File: config.mk
export PLATFORM = sky130hd
export DESIGN_NAME = receiver
export DESIGN_NICKNAME = d
export VERILOG_FILES = /design/src/rtl/receiver.sv
export SDC_FILE = /design/constraint.sdc
export NUM_CORES = 1
export LEC_CHECK = 0
export CORE_MARGIN = 5
export CORE_UTILIZATION = 61
export CTS_CLUSTER_DIAMETER = 40
export CTS_CLUSTER_SIZE = 8
export DETAILED_ROUTE_END_ITERATION = 8
export PLACE_DENSITY = 0.83
export RECOVER_POWER = 100
export SLEW_MARGIN = 5
export SYNTH_ARGS = -nofsm -noshare
export SYNTH_HDL_FRONTEND = slang
export SYNTH_SLANG_ARGS = --single-unit
File: constraint.sdc
create_clock -name clk -period 2.5 [get_ports clk]
set_input_delay 0.25 -clock clk [delete_from_list [all_inputs] [get_ports clk]]
set_output_delay 0.25 -clock clk [all_outputs]
set_load 0.1 [all_outputs]
File: src/rtl/receiver.sv
// ----------------------------------------------------------------------------
// receiver
//   UART 8N1 receive side (start 0, 8 data bits LSB first, stop 1, idle high).
//   Recovers bytes from the asynchronous serial line and presents each good
//   byte with a one-cycle valid strobe. WAIT clocks per bit, WAIT >= 4.
//
// Ports
//   clk        in   system clock, all state on rising edge
//   reset      in   asynchronous active-low reset
//   uart_rx    in   serial line, asynchronous to clk, idle high
//   data       out  [7:0] last correctly received byte, held until next good frame
//   valid      out  one-cycle pulse when data is updated
//   busy       out  high while a frame (or a line break) is in progress
//   frame_err  out  one-cycle pulse when the stop bit samples 0
// ----------------------------------------------------------------------------
module receiver #(
   parameter int unsigned WAIT = 868
) (
   input  logic       clk,
   input  logic       reset,
   input  logic       uart_rx,
   output logic [7:0] data,
   output logic       valid,
   output logic       busy,
   output logic       frame_err
);

   localparam int unsigned CW = $clog2(WAIT);
   localparam logic [CW-1:0] HALF_M1 = CW'(WAIT/2 - 1);
   localparam logic [CW-1:0] BIT_M1  = CW'(WAIT - 1);

   typedef enum logic [2:0] {
      S_IDLE,
      S_START,
      S_DATA,
      S_STOP,
      S_BREAK
   } state_t;

   state_t          state_q;
   logic [CW-1:0]   cnt_q;
   logic [2:0]      idx_q;
   logic [7:0]      shift_q;
   logic [7:0]      data_q;
   logic            valid_q;
   logic            busy_q;
   logic            ferr_q;
   logic            sync1_q;
   logic            sync2_q;
   logic            rx_s;

   // Two-flop synchronizer, preset high so reset never looks like a start bit.
   always_ff @(posedge clk or negedge reset) begin
      if (!reset) begin
         sync1_q <= 1'b1;
         sync2_q <= 1'b1;
      end else begin
         sync1_q <= uart_rx;
         sync2_q <= sync1_q;
      end
   end

   assign rx_s = sync2_q;

   always_ff @(posedge clk or negedge reset) begin
      if (!reset) begin
         state_q <= S_IDLE;
         cnt_q   <= '0;
         idx_q   <= '0;
         shift_q <= '0;
         data_q  <= '0;
         valid_q <= 1'b0;
         busy_q  <= 1'b0;
         ferr_q  <= 1'b0;
      end else begin
         valid_q <= 1'b0;
         ferr_q  <= 1'b0;
         cnt_q   <= cnt_q + CW'(1);
         case (state_q)
            S_IDLE: begin
               busy_q <= 1'b0;
               if (!rx_s) begin
                  state_q <= S_START;
                  cnt_q   <= '0;
                  busy_q  <= 1'b1;
               end
            end
            S_START: begin
               // Mid start bit: a high line here was only a glitch.
               if (cnt_q == HALF_M1) begin
                  cnt_q <= '0;
                  if (!rx_s) begin
                     state_q <= S_DATA;
                     idx_q   <= '0;
                  end else begin
                     state_q <= S_IDLE;
                     busy_q  <= 1'b0;
                  end
               end
            end
            S_DATA: begin
               // Counter restarts per bit so every sample lands mid-bit.
               if (cnt_q == BIT_M1) begin
                  cnt_q   <= '0;
                  shift_q <= {rx_s, shift_q[7:1]};
                  idx_q   <= idx_q + 3'd1;
                  if (idx_q == 3'd7) begin
                     state_q <= S_STOP;
                  end
               end
            end
            S_STOP: begin
               if (cnt_q == BIT_M1) begin
                  cnt_q <= '0;
                  if (rx_s) begin
                     data_q  <= shift_q;
                     valid_q <= 1'b1;
                     busy_q  <= 1'b0;
                     state_q <= S_IDLE;
                  end else begin
                     ferr_q  <= 1'b1;
                     state_q <= S_BREAK;
                  end
               end
            end
            S_BREAK: begin
               // Hold off until the line returns high so a break cannot retrigger.
               if (rx_s) begin
                  state_q <= S_IDLE;
                  cnt_q   <= '0;
                  busy_q  <= 1'b0;
               end
            end
            default: begin
               state_q <= S_IDLE;
               cnt_q   <= '0;
               busy_q  <= 1'b0;
            end
         endcase
      end
   end

   assign data      = data_q;
   assign valid     = valid_q;
   assign busy      = busy_q;
   assign frame_err = ferr_q;

endmodule

# Yosys cells after proc, flatten, opt, wreduce, memory -nomap -nowiden
# Index checks and enable logic that the tools add are counted.
[word_totals]
reg_bits = 37
in_bits = 3
[op_classes]
n_addsub = 2
n_mux = 28
n_reduce_logical = 8
n_eq_ne = 14
n_bitwise = 1
[op_table]
columns = ["op", "count"]
rows = [
  ["$mux 10", 4],
  ["$pmux 10 s4", 1],
  ["$mux 3", 10],
  ["$pmux 3 s5", 1],
  ["$ne 2x2->1 const B", 7],
  ["$add 10x1->10 const B", 1],
  ["$eq 10x10->1 const B", 1],
  ["$eq 10x9->1 const B", 1],
  ["$mux 1", 9],
  ["$eq 3x2->1 const B", 2],
  ["$eq 3x3->1 const B", 2],
  ["$pmux 3 s2", 1],
  ["$reduce_and 3->1", 2],
  ["$reduce_and 6->1", 1],
  ["$pmux 1 s5", 1],
  ["$reduce_and 4->1", 1],
  ["$add 3x1->3 const B", 1],
  ["$eq 3x1->1 const B", 1],
  ["$logic_not 3->1", 1],
  ["$mux 2", 1],
  ["$reduce_and 2->1", 1],
  ["$reduce_bool 2->1", 1],
  ["$reduce_or 2->1", 1],
  ["$not 1->1", 1],
]

# Logic depth before layout (Yosys ltp)
# Gate-level depths: netlist (run 1).
[depth]
depth_word = 4
mapped_depth = 7
depth_no_buf = 6

# Least setup slack after synthesis (run 1)
# No wires, ideal clock.
[synth_timing]
path_kind = "reg2reg"
startpoint = "reg cnt_q[0]"
endpoint = "reg shift_q[1]"
setup_slack_ns = 0.770
synth_period_minus_slack_ns = 1.730
setup_ns = 0.125
t_arrival_ns = 1.605
t_required_ns = 2.375
path_stages_with_launch = 7
n_path_buf = 1
cell_sequence = "dfrtp_1 ha_1 and4bb_2 nand3_2 nor3_2 buf_4 mux2_2"
[synth_via]
elab_chain_cells = 2
[synth_rtl]
columns = ["item", "line", "source"]
rows = [
  ["start: declaration", "41", "logic [CW-1:0] cnt_q;"],
  ["start signal: assignment", "78", "cnt_q <= cnt_q + CW'(1);"],
  ["$eq 10x10->1", "103", "if (cnt_q == BIT_M1) begin"],
  ["$reduce_and 2->1 (no source line)", "--", ""],
  ["end signal: assignment", "105", "shift_q <= {rx_s, shift_q[7:1]};"],
  ["end: declaration", "43", "logic [7:0] shift_q;"],
]
# No other way between the ends.
# A chain may end at the register's enable or synchronous reset.

# Worst setup path in the final report (run 1)
[layout_timing]
startpoint = "reg cnt_q[0]"
endpoint = "reg shift_q[4]"
# The elaborated chain is that of the path after synthesis.

==> results.yml, run 1 <==
outcome:
  status: "completed"
clock_network:
  ctsResizeCount: 0
  clk_path_buf_depth: 2
  cts_max_level: 2
  cts_root_buf: "clkbuf_4"
  cts_hold_buf: 0
  clk_pin_slew_ps: 120
  cts_setup_buffers: 0
  cts_tree: "yes"
  cts_sinks: 37
  clock_latency_ps: 350
  cts_buffers: 5
synth:
  yosys.area_share.simple: 0.190
  yosys-top-cells-count: "dfrtp_1 (35), mux2_2 (17), nor2_1 (15), nand2_1 (7), xor2_1 (6)"
  synth-seq-cells: 37
  synth_top_family_by_area: "simple AND/OR/NAND/NOR gates"
  synthCells: 144
  syn_area_per_cell_um2: 12.0
  synth_area_leader_cell: "dfrtp_1"
  ys_types: 42
  ys_seq_area_frac: 0.539
  yosys.area_share.adder: 0.0291
  yosysTopAreaCellShare: 0.509
  syn_area_um2: 1720
  yosys-top-cells-area: "dfrtp_1 (51%), mux2_2 (11%), nor2_1 (3.3%), dfstp_2 (3.1%), xor2_1 (3.1%)"
  synthArstFlopShare: 1.00
  synth_enable_flop_cells: 0
  synth.most_common_cell: "dfrtp_1"
  synth_xor_area_frac: 0.0458
  synthFlopType: "dfrtp_1"
  ys_warn_count: 0
  synth_compound_area_frac: 0.0589
  muxShareOfSynthArea: 0.111
  synth_fp_nets: 151
sta:
  hold_viol: 0
  finClkSkew_ps: 13.8
  tightest_slew_ps: 1180
  rsz0062_at_grt: "false"
  finalMaxSlewViolations: 0
  setup_tns_ps: 0
  max_freq_mhz: 500
  period_minus_slack_ps: 2000
  max_slew_margin: 0.219
  layout_worst_path_cycle_share: 0.799
  setup_viol: 0
global_routing:
  grt_pass1_wl_um: 5550
  overflow: 0
  grt_max_degree: 38
  antenna_found_initial: 0
  grt_pass1_vias: 1222
  grt_use_total: 0.179
setup_path:
  r2r_end: "shift_q[4]"
  timing.rr.start: "cnt_q[0]"
  crit_family: "simple AND/OR/NAND/NOR gates"
  crit_path_end_kind: "flip-flop"
  max_stage_delay_ps: 440
  rr_worst_depth: 6
  cp.required_ps: 2740
  critical_path_class: "flip-flop to flip-flop"
  critical_path_buf_inv_count: 1
  rrSetupSlack_ps: 500
  start_kind: "flip-flop"
  crit_chain: "ha_1 -> and4bb_2 -> nand3_1 -> nor3_1 -> buf_4 -> mux2_2"
  worst_path_max_delay_cell: "dfrtp_1"
  cp_max_fo: 11
  critPathArrivalTime_ps: 2240
floorplanning:
  core_um2: 2730
  ioPinCount: 14
  die_h_um: 63.1
  die-area_um2: 3980
  initial_core_util: 0.630
  num_rows: 19
  die_w_um: 63.1
placed_design:
  portBuffers: 13
  dpl_cell_area_um2: 1840
  placed_cells: 184
  dp_hpwl_um: 2150
  routabilityCongestion: 0.845
detailed_routing:
  vias: 1154
  routed_wl_um: 3040
  drc: 0
  via_per_inst: 6.01
  ant_nets: 0
  drtPass1Iterations: 4
  drtIter0Drc: 78
  wl_per_cell_um: 15.9
min_path:
  hold_depth: 0
  hold-path-endpoint: "rx_s"
  hold_path.class: "flip-flop to flip-flop"
  min_from: "sync1_q"
power_and_ir_drop:
  combPwrFrac: 0.015
  powerDensity_nw_per_um2: 569
  p_int_uw: 843
  clockPowerShare: 0.417
  leakagePower_uw: 0.000866
  p_sw_frac: 0.207
  p_total_uw: 1060
  ir_drop_mv: 0.633
  p_switching_uw: 220
  p_seq_frac: 0.568
job:
  cap_violations: 0
layout:
  fin_nets: 167
  post-route-cell-area_um2: 1870
  post-route-util: 0.683
  diodes: 0
  synthToLayoutAreaGrowth_pct: 8.50
  final_cell_count_no_fill: 192
  drive_gt1_frac: 0.193
cell type report:
type                    count  area (um2)
flip-flops and latches     37         928
fillers                   191         866
multi-input cells          99         731
repair buffers             15        73.8
clock buffers               6        51.3
well taps                  31        38.8
clock inverters             2        37.5
inverters                   2        7.51
cell usage in the layout, fill, tap and decap left out, types with 4 or more instances in the layout:
cell type	netlist	layout
xor2_1	6	6
nor2_1	15	15
clkbuf_1	0	11
nand3_1	4	5
o21ai_0	4	5
clkbuf_4	0	5
dfrtp_1	35	35
nand2_1	7	7
mux2_2	17	17
nand2b_1	4	4
nor3_1	3	5
ha_1	4	4
kinds of logic (layout without fill, tap and decap cells):
kind of cell               after synthesis  after routing
buffers and inverters                    8             25
DFF                                     37             37
muxes                                   17             17
and+or+nand+nor                         55             55
AOI/OAI and AO/OA                       14             14
xor gates and xnor gates                 9              9
adders and majority gates                4              4
per-stage QoR:
stage / worst slack, ps / hold WS [ps]
2_1_floorplan: 770 / -45.6
6_report: 502 / 362
3_3_place_gp: 694 / 346
3_5_place_dp: 623 / 348
5_1_grt: 394 / 372
4_1_cts: 590 / 309
worst max-delay path by stage:
stage | start | cells past startpoint | to | slack [ps]
floorplan | cnt_q[0] | 6 | shift_q[1] | 770
global placement | cnt_q[0] | 6 | shift_q[1] | 690
detailed placement | cnt_q[0] | 6 | shift_q[4] | 620
CTS | cnt_q[0] | 6 | shift_q[4] | 590
global route | cnt_q[0] | 6 | shift_q[0] | 390
finish | cnt_q[0] | 6 | shift_q[4] | 500
per-layer routing:
layer | track usage | part of all wire | vias up | routed length [um]
li1 | - | - | 541 | -
met1 | 0.216 | 0.43 | 573 | 1320
met2 | 0.279 | 0.50 | 30 | 1520
met3 | 0.0639 | 0.042 | 10 | 127
met4 | 0.0928 | 0.026 | 0 | 79
met5 | 0 | 0 | - | 0
registers in the layout, summed over array words and instances (netlist names):
register	flops
busy	1
state_q	3
frame_err	1
data	8
valid	1
idx_q	3
sync1_q	1
shift_q	8
rx_s	1
cnt_q	10
power groups by stage:
| stage | clock network [uW] | registers, uW | logic [uW] |
|---|---|---|---|
| after floorplan | 0 | 613 | 3.65 |
| after global placement | 0 | 615 | 17.1 |
| after detailed placement | 0 | 615 | 17.9 |
| after CTS | 447 | 604 | 18.0 |
| after global routing | 486 | 604 | 19.3 |
| final | 443 | 604 | 15.7 |
Power figures use the tool's default switching activity.
==> inputs of run 2 (changes only) <==
--- a/config.mk
+++ b/config.mk
@@ -6,11 +6,11 @@
 export NUM_CORES = 1
 export LEC_CHECK = 0
 export CORE_MARGIN = 5
-export CORE_UTILIZATION = 61
+export CORE_UTILIZATION = 51
 export CTS_CLUSTER_DIAMETER = 40
 export CTS_CLUSTER_SIZE = 8
 export DETAILED_ROUTE_END_ITERATION = 8
-export PLACE_DENSITY = 0.83
+export PLACE_DENSITY = 0.74
 export RECOVER_POWER = 100
 export SLEW_MARGIN = 5
 export SYNTH_ARGS = -nofsm -noshare
==> constraint.sdc (replaced) <==
create_clock -name clk -period 1.6 [get_ports clk]
set_input_delay 0.16 -clock clk [delete_from_list [all_inputs] [get_ports clk]]
set_output_delay 0.16 -clock clk [all_outputs]
set_load 0.1 [all_outputs]
==> run 2 against run 1 <==
Against the previous run: the flow now finishes with violations (negative setup slack); utilization grew 0.49 points; first-iteration DRC count decreased by 6.4%; fmax is 16% higher; clock power grew 53%; global-route usage grew 0.64 points; setup slack got worse by 630 ps; count of clock-buffer cells in the layout unchanged; highest routed layer unchanged.
==> results.yml, run 2 (same netlist as run 1, synthesis figures left out) <==
detailed_routing:
  vias: 1281
  wl_per_cell_um: 16.7
  drc: 0
  drtIter0Drc: 73
  drtPass1Iterations: 4
  ant_nets: 0
  routed.top_layer: "met4"
  wl_met1_um: 1620
  routed_wl_um: 3900
  dr_wl_met2_um: 2050
  via_per_inst: 5.50
  wl_met3_um: 176
setup_path:
  crit_path_end_kind: "flip-flop"
  critical_path_class: "flip-flop to flip-flop"
  start_kind: "flip-flop"
  cp.required_ps: 1810
  critPathArrivalTime_ps: 1940
  cp_max_fo: 5
  critPathLaunch: "cnt_q[1]"
  timing.rr.start: "cnt_q[1]"
  rr_worst_depth: 6
  rrSetupSlack_ps: -130
  crit_end: "shift_q[3]"
  r2r_end: "shift_q[3]"
clock_network:
  clk_path_buf_depth: 2
  cts_buffers: 5
  cts_sinks: 37
  cts_max_level: 2
  clk_pin_slew_ps: 110
  cts_hold_buf: 0
  cts_tree: "yes"
  clock_latency_ps: 330
  cts_root_buf: "clkbuf_4"
global_routing:
  grt_max_degree: 38
  grt_pass1_vias: 1329
  grt_pass1_wl_um: 6270
  overflow: 0
  grt_use_total: 0.185
  antenna_found_initial: 0
layout:
  final_common_cell: "dfrtp_1"
  drive_gt1_frac: 0.439
  fin_nets: 193
  post-route-util: 0.688
  mostFrequentLayoutCells: "dfrtp_1 (35), buf_4 (20), nor2_1 (15)"
  diodes: 0
  top_register: "cnt_q"
  synthToLayoutAreaGrowth_pct: 32.3
  largest_register_ffs: 10
power_and_ir_drop:
  ir_drop_mv: 0.769
  leakagePower_uw: 0.00109
  powerDensity_nw_per_um2: 724
placed_design:
  routabilityCongestion: 0.941
  portBuffers: 13
  dp_slack_ps: -152
  dp_hpwl_um: 2510
sta:
  hold_viol: 0
  period_minus_slack_ps: 1730
  rsz0062_at_grt: "true"
  finClkSkew_ps: 8.69
  max_freq_mhz: 579
  tightest_slew_ps: 915
  fin_ws_ps: -127
  layout_worst_path_cycle_share: 1.08
  max_slew_margin: 0.390
  setup_viol: 27
  finalMaxSlewViolations: 0
outcome:
  status: "complete, but fails checks"
  violations: "negative setup slack"
floorplanning:
  die-area_um2: 4640
  num_rows: 21
  ioPinCount: 14
  initial_core_util: 0.520
  die_h_um: 68.1
  core_um2: 3310
  die_w_um: 68.1
job:
  cap_violations: 0
min_path:
  hold_path.class: "flip-flop to flip-flop"
[run 2: cell types whose count changed in the layout (fill, tap and decap cells not counted), moves of 3 or more]
cell	delta
clkbuf_2	+11
mux2_2	-13
nor3_1	-3
buf_6	+6
mux2_4	+13
nor4_1	-3
buf_4	+19
clkbuf_1	-11
[run 2: power by group]
group	total, uW	switching (uW)	leakage (uW)	internal (uW)
sequential	942	2.97	0.000490	939
combinational	30.5	23.0	0.000553	7.43
clock	676	305	0.0000445	371
total	1650	331	0.00109	1320
[run 2: how the worst min path moves through the flow]
stage | to | slack (ps) | cells past startpoint | startpoint
after detailed placement | rx_s | 350 | 0 | sync1_q
after global placement | rx_s | 350 | 0 | sync1_q
after floorplan | busy | -140 | 0 | reset
after global routing | sync1_q | 350 | 1 | uart_rx
after CTS | idx_q[1] | 180 | 2 | reset
final | rx_s | 370 | 0 | sync1_q
[run 2: repair_timing]
item / in CTS / in global routing
gates cloned: 1 / 0
buffers inserted: 3 / 3
pin swaps: 5 / 7
gates resized for setup: 15 / 10
endpoints found under the setup margin: 26 / 30
[run 2: cell type report]
| cell class | count | area, um2 |
|---|---|---|
| Timing Repair Buffer | 41 | 318 |
| Inverter | 2 | 7.51 |
| Fill cell | 246 | 1030 |
| Sequential cell | 37 | 928 |
| Tap cell | 46 | 57.6 |
| Multi-Input combinational cell | 99 | 878 |
| Clock inverter | 2 | 37.5 |
| Clock buffer | 6 | 51.3 |
[run 2: metal layers]
layer,global-route usage,vias to the layer above
met4,0.0695,0
li1,-,594
met3,0.0476,6
met2,0.325,37
met5,0,-
met1,0.217,644
[run 2: per-stage QoR]
stage / area [um2] / std cells / hold WS (ps) / TNS, ps / power, uW
floorplan: 1760 / 144 / -136 / -1180 / 964
finish: 2280 / 233 / 366 / -1560 / 1650
CTS: 2390 / 230 / 179 / -855 / 1670
detailed placement: 2200 / 218 / 350 / -1280 / 994
global route: 2280 / 233 / 346 / -3660 / 1710
global placement: 2200 / 218 / 350 / -459 / 993
[run 2: worst max-delay path, cell delays in order, from the launching register on]
cell,delay (ps)
dfrtp_1,370
ha_2,180
and4bb_2,280
nand3_4,110
nor3_4,180
buf_6,160
mux2_2,330
==> inputs of run 3 (changes only) <==
--- a/config.mk
+++ b/config.mk
@@ -5,7 +5,6 @@
 export SDC_FILE = /design/constraint.sdc
 export NUM_CORES = 1
 export LEC_CHECK = 0
-export CORE_MARGIN = 5
 export CORE_UTILIZATION = 51
 export CTS_CLUSTER_DIAMETER = 40
 export CTS_CLUSTER_SIZE = 8
==> run 3 against run 2 <==
Against the previous run: the run still ends with negative setup slack left; critical path depth unchanged; sequential power about the same; die area down 22%; fmax down 0.17%; routed wire length up 20%; sequential cell count unchanged; utilization up 7.1 points; count of clock-buffer cells in the layout down 1; critical endpoint is now shift_q[5].
==> results.yml, run 3 (same netlist as run 1, synthesis figures left out) <==
outcome:
  status: "complete, but fails checks"
  violations: "negative setup slack"
detailed_routing:
  routed_wl_um: 4700
  wl_per_cell_um: 20.0
  ant_nets: 0
  drtIter0Drc: 133
  drc: 0
  drtPass1Iterations: 4
  via_per_inst: 5.94
  vias: 1395
layout:
  final_common_cell: "dfrtp_1"
  synthToLayoutAreaGrowth_pct: 37.9
  mostFrequentLayoutCells: "dfrtp_1 (35), buf_4 (25), mux2_4 (17)"
  diodes: 0
  largest_register_ffs: 10
  final_cell_count_no_fill: 235
  fin_nets: 197
  post-route-cell-area_um2: 2370
  drive_gt1_frac: 0.524
  n_fill_cell: 184
  top_register: "cnt_q"
global_routing:
  grt_pass1_wl_um: 6980
  grt_pass1_vias: 1387
  grt_max_degree: 38
  overflow: 0
  grt_use_total: 0.274
  antenna_found_initial: 0
clock_network:
  clock_latency_ps: 360
  cts_max_level: 2
  cts_root_buf: "clkbuf_4"
  cts_tree: "yes"
  cts_sinks: 37
  clk_pin_slew_ps: 130
  clk_path_buf_depth: 2
  cts_buffers: 5
placed_design:
  dp_slack_ps: -143
  placed_cells: 216
  routabilityCongestion: 0.924
  dp_hpwl_um: 2510
  portBuffers: 13
  dpl_cell_area_um2: 2200
setup_path:
  max_stage_delay_ps: 390
  cp_max_fo: 4
  cp.required_ps: 1850
  worst_path_max_delay_cell: "dfrtp_1"
  rr_worst_depth: 6
  crit_chain: "ha_2 -> and4bb_2 -> nand3_4 -> nor3_4 -> buf_4 -> mux2_4"
  critical_path_class: "flip-flop to flip-flop"
  critPathArrivalTime_ps: 1980
  crit_path_end_kind: "flip-flop"
  start_kind: "flip-flop"
floorplanning:
  core_um2: 3130
  initial_core_util: 0.550
  die-area_um2: 3610
  ioPinCount: 14
  die_h_um: 60.1
  die_w_um: 60.1
  num_rows: 20
power_and_ir_drop:
  combPwrFrac: 0.020
  p_sw_frac: 0.253
  powerDensity_nw_per_um2: 627
  p_switching_uw: 377
  ir_drop_mv: 0.501
  p_total_uw: 1490
  clockPowerShare: 0.346
  p_seq_frac: 0.634
  p_int_uw: 1110
  leakagePower_uw: 0.00112
sta:
  period_minus_slack_ps: 1730
  rsz0062_at_grt: "true"
  hold_viol: 0
  layout_worst_path_cycle_share: 1.08
  max_slew_margin: 0.390
  max_freq_mhz: 578
  finClkSkew_ps: 19.8
  fin_ws_ps: -130
  setup_tns_ps: -2250
  finalMaxSlewViolations: 0
  setup_viol: 32
  tightest_slew_ps: 915
job:
  cap_violations: 0
min_path:
  hold_depth: 1
  hold_path.class: "input port to flip-flop"
-- run 3: changes by cell type in the layout (fill, tap and decap cells not counted), sizes merged --
cell	previous run	this run
buf	27	31
bufinv	1	0
clkbuf	18	17
clkinv	0	2
-- run 3: power groups by stage --
stage / sequential (uW) / combinational (uW) / clock [uW]
final: 944 / 29.8 / 516
after global routing: 944 / 34.5 / 558
after CTS: 943 / 35.6 / 500
after detailed placement: 961 / 35.5 / 0
after global placement: 961 / 33.8 / 0
after floorplan: 958 / 5.70 / 0
-- run 3: cell type report --
| cell class | count | area [um2] | share of cell area |
|---|---|---|---|
| clock buffers | 5 | 37.5 | 0.0158 |
| multi-input cells | 99 | 985 | 0.415 |
| well taps | 44 | 55.1 | 0.0232 |
| clock inverters | 3 | 17.5 | 0.00738 |
| inverters | 2 | 7.51 | 0.00316 |
| repair buffers | 45 | 344 | 0.145 |
| flip-flops and latches | 37 | 928 | 0.391 |
-- run 3: what timing repair did --
item | CTS | global route
setup endpoints to repair | 20 | 33
hold endpoints to repair | 0 | 0
hold buffers | 0 | 0
pin swaps | 1 | 13
resized for setup | 17 | 31
setup buffers | 7 | 4
gates cloned | 1 | 1
-- run 3: final timing paths --
kind	slack (ps)	endpoint	start
worst max-delay path	-130	shift_q[5]	cnt_q[1]
worst min-delay path	320	sync1_q	uart_rx
worst max register to register	-130	shift_q[5]	cnt_q[1]
worst min register to register	370	rx_s	sync1_q
max in group asynchronous	580	cnt_q[1]	reset
min in group asynchronous	440	frame_err	reset
-- run 3: per-layer routing --
metal,GRT usage,vias up,wire [um]
met2,0.441,60,2370
met5,0,-,0
met1,0.336,709,1900
met4,0.140,0,155
met3,0.0714,20,264
li1,-,606,-
-- run 3: stage by stage --
stage                     hold WS (ps)  utilization
after floorplan                   -136            -
after global placement             348        0.703
after detailed placement           351        0.703
after CTS                          169        0.774
after global routing               315        0.759
final                              320        0.759
-- run 3: worst max-delay path, delay by kind of cell (launching register included) --
family                   cells  cell delay (ps)
flip-flops                   1              390
AND/OR/NAND/NOR              3              560
multiplexers                 1              300
adder cells (fa/ha/maj)      1              200
buffers and inverters        1              190
==> edit, RTL diff (settings of run 1) <==
The parameter `WAIT` goes from 868 to 217.
--- a/src/rtl/receiver.sv
+++ b/src/rtl/receiver.sv
@@ -14,7 +14,7 @@
 //   frame_err  out  one-cycle pulse when the stop bit samples 0
 // ----------------------------------------------------------------------------
 module receiver #(
-   parameter int unsigned WAIT = 868
+   parameter int unsigned WAIT = 217
 ) (
    input  logic       clk,
    input  logic       reset,
Check against the original RTL: no difference found for any inputs over 10 cycles, from zero or initial values and one cycle with reset low; that may be too few to reach the edited logic, so the function may still have changed.
==> edit against run 1 <==
- the flow now finishes with violations (max-capacitance violations, max-slew violations)
- core utilization decreased by 1.6 points
- global-route usage is 0.073 points lower
- synthesized area down 4.1%
- combinational power down 8%
- count of clock-buffer cells in the layout is the same
- sequential cell count fell by 2
- routed wire length down 6.2%
- setup slack worse by 0.11 ns
- sequential share of layout area is 2.5 points higher
- design area decreased by 9.9%
- total power fell by 17%
- sequential power down 5.3%
- critical path type unchanged
==> edit: results (changes against run 1) <==
metric	value	unit	change
antenna violations before repair	0		unchanged
Iter 0 DRT Violations	31		-60%
pre-CTS WS	0.567	ns	-0.0562 ns
CP max stage cell	dfrtp_1		
VDD IR max	0.000610	V	-3.5%
R2R Setup Slk	0.40	ns	-0.11 ns
setup bufs post-CTS	0		unchanged
RePlAce Congestion	0.821		-2.9%
Synth top cells by count	dfrtp_1, mux2_4, nor2_1		
Hold Path End	rx_s		
largest net degree at the start of global routing	36		-5.3%
H-tree Lvls	2		unchanged
Avg WL per Cell	16.6	um	+4.7%
max-cap viol count	1		+1
slowest cell delay on critical path	0.44	ns	about the same
met2 GRT Util	29.7	%	+1.8 points
LEAKAGE	0.785	nW	-9.4%
Final ANT Viol Nets	0		unchanged
gr usage total	17.8	%	-0.073 points
Cell Area, Placed	0.00175	mm^2	-4.8%
met3 WL	152	um	+20%
CP Launch Type	flop		
via count	991		-14%
syn avg cell area	13.1	um^2	+9.6%
detailed placement HPWL	2020	um	-5.9%
status	finished, violations left		
Crit Reg-Reg Endpoint	shift_q[4]		
Routed WL	2850	um	-6.2%
met1 Resource Use GR	18.4	%	-3.3 points
Reg2Reg Depth	7		+1
fraction of layout instances using a drive strength above 1	12.0	%	-7.3 points
M1 WL	1160	um	-12%
library cells used by synthesis	41		-2.4%
DR top layer	met4		
fin. max-slew vios	36		+36
# diodes	0		unchanged
vias in the first global route	1026		-16%
critical path arrival	2.33	ns	+0.09 ns
crit path max fanout	11		unchanged
clock skew	0.00584	ns	-0.00797 ns
number of detailed-route iterations in the first pass	4		unchanged
ys async rst share	100	%	unchanged
failing checks	max-capacitance violations, max-slew violations		
GRT met3 Usage	8.68	%	+2.3 points
sequential area share after synthesis	53.2	%	-0.70 points
Synth area leaders	dfrtp_1, mux2_4, dfstp_2		
worst-margin pin slew	1.81	ns	+0.632 ns
FILL cells	208		+8.9%
# setup viols final	0		unchanged
Root Driver	clkbuf_4		
Hold Slack	0.364	ns	+0.00175 ns
number of nets in the layout	148		-11%
post-synth net total	133		-12%
Inst Count DP	164		-11%
first-pass GRT wire length	4650	um	-16%
Clk pin slew, worst setup/hold paths	0.11	ns	
DR WL met2	1490	um	-1.8%
## edit: changes by cell type after synthesis, moves of 4 or more
cell            run 1  this run
a21oi_1             0         5
mux2_2             17         1
mux2_4              0        15
nor2_1             15        11
## edit: layout make-up
| class | instances | area (um^2) | area share (%) |
|---|---|---|---|
| Clock buffer | 6 | 41.3 | 2.45 |
| Clock inverter | 2 | 12.5 | 0.743 |
| Sequential cell | 35 | 878 | 52.2 |
| Timing Repair Buffer | 15 | 70.1 | 4.16 |
| Tap cell | 30 | 37.5 | 2.23 |
| Multi-Input combinational cell | 79 | 624 | 37.1 |
| Inverter | 5 | 18.8 | 1.12 |
## edit: how the worst max path moves through the flow
| stage | depth (start not counted) | to | slack [ns] |
|---|---|---|---|
| 2_1_floorplan | 7 | shift_q[1] | 0.70 |
| 3_3_place_gp | 7 | shift_q[0] | 0.62 |
| 3_5_place_dp | 7 | shift_q[0] | 0.57 |
| 4_1_cts | 7 | shift_q[0] | 0.55 |
| 5_1_grt | 5 | cnt_q[5] | 0.18 |
| 6_report | 7 | shift_q[4] | 0.40 |
## edit: power breakdown
| group | switching, mW | internal (mW) |
|---|---|---|
| Sequential | 0.00274 | 0.569 |
| Combinational | 0.0113 | 0.00308 |
| Clock | 0.193 | 0.108 |
| Total | 0.207 | 0.680 |
## edit: cell families after synthesis
kind of cell / Yosys count / share of synthesized area, %
multiplexers: 17 / 15.0
adder cells (fa/ha/maj): 4 / 3.03
flip-flops: 35 / 53.2
AND/OR/NAND/NOR: 33 / 11.8
AO/OA/AOI/OAI: 18 / 8.87
XOR/XNOR: 7 / 3.72
buffers and inverters: 12 / 4.40
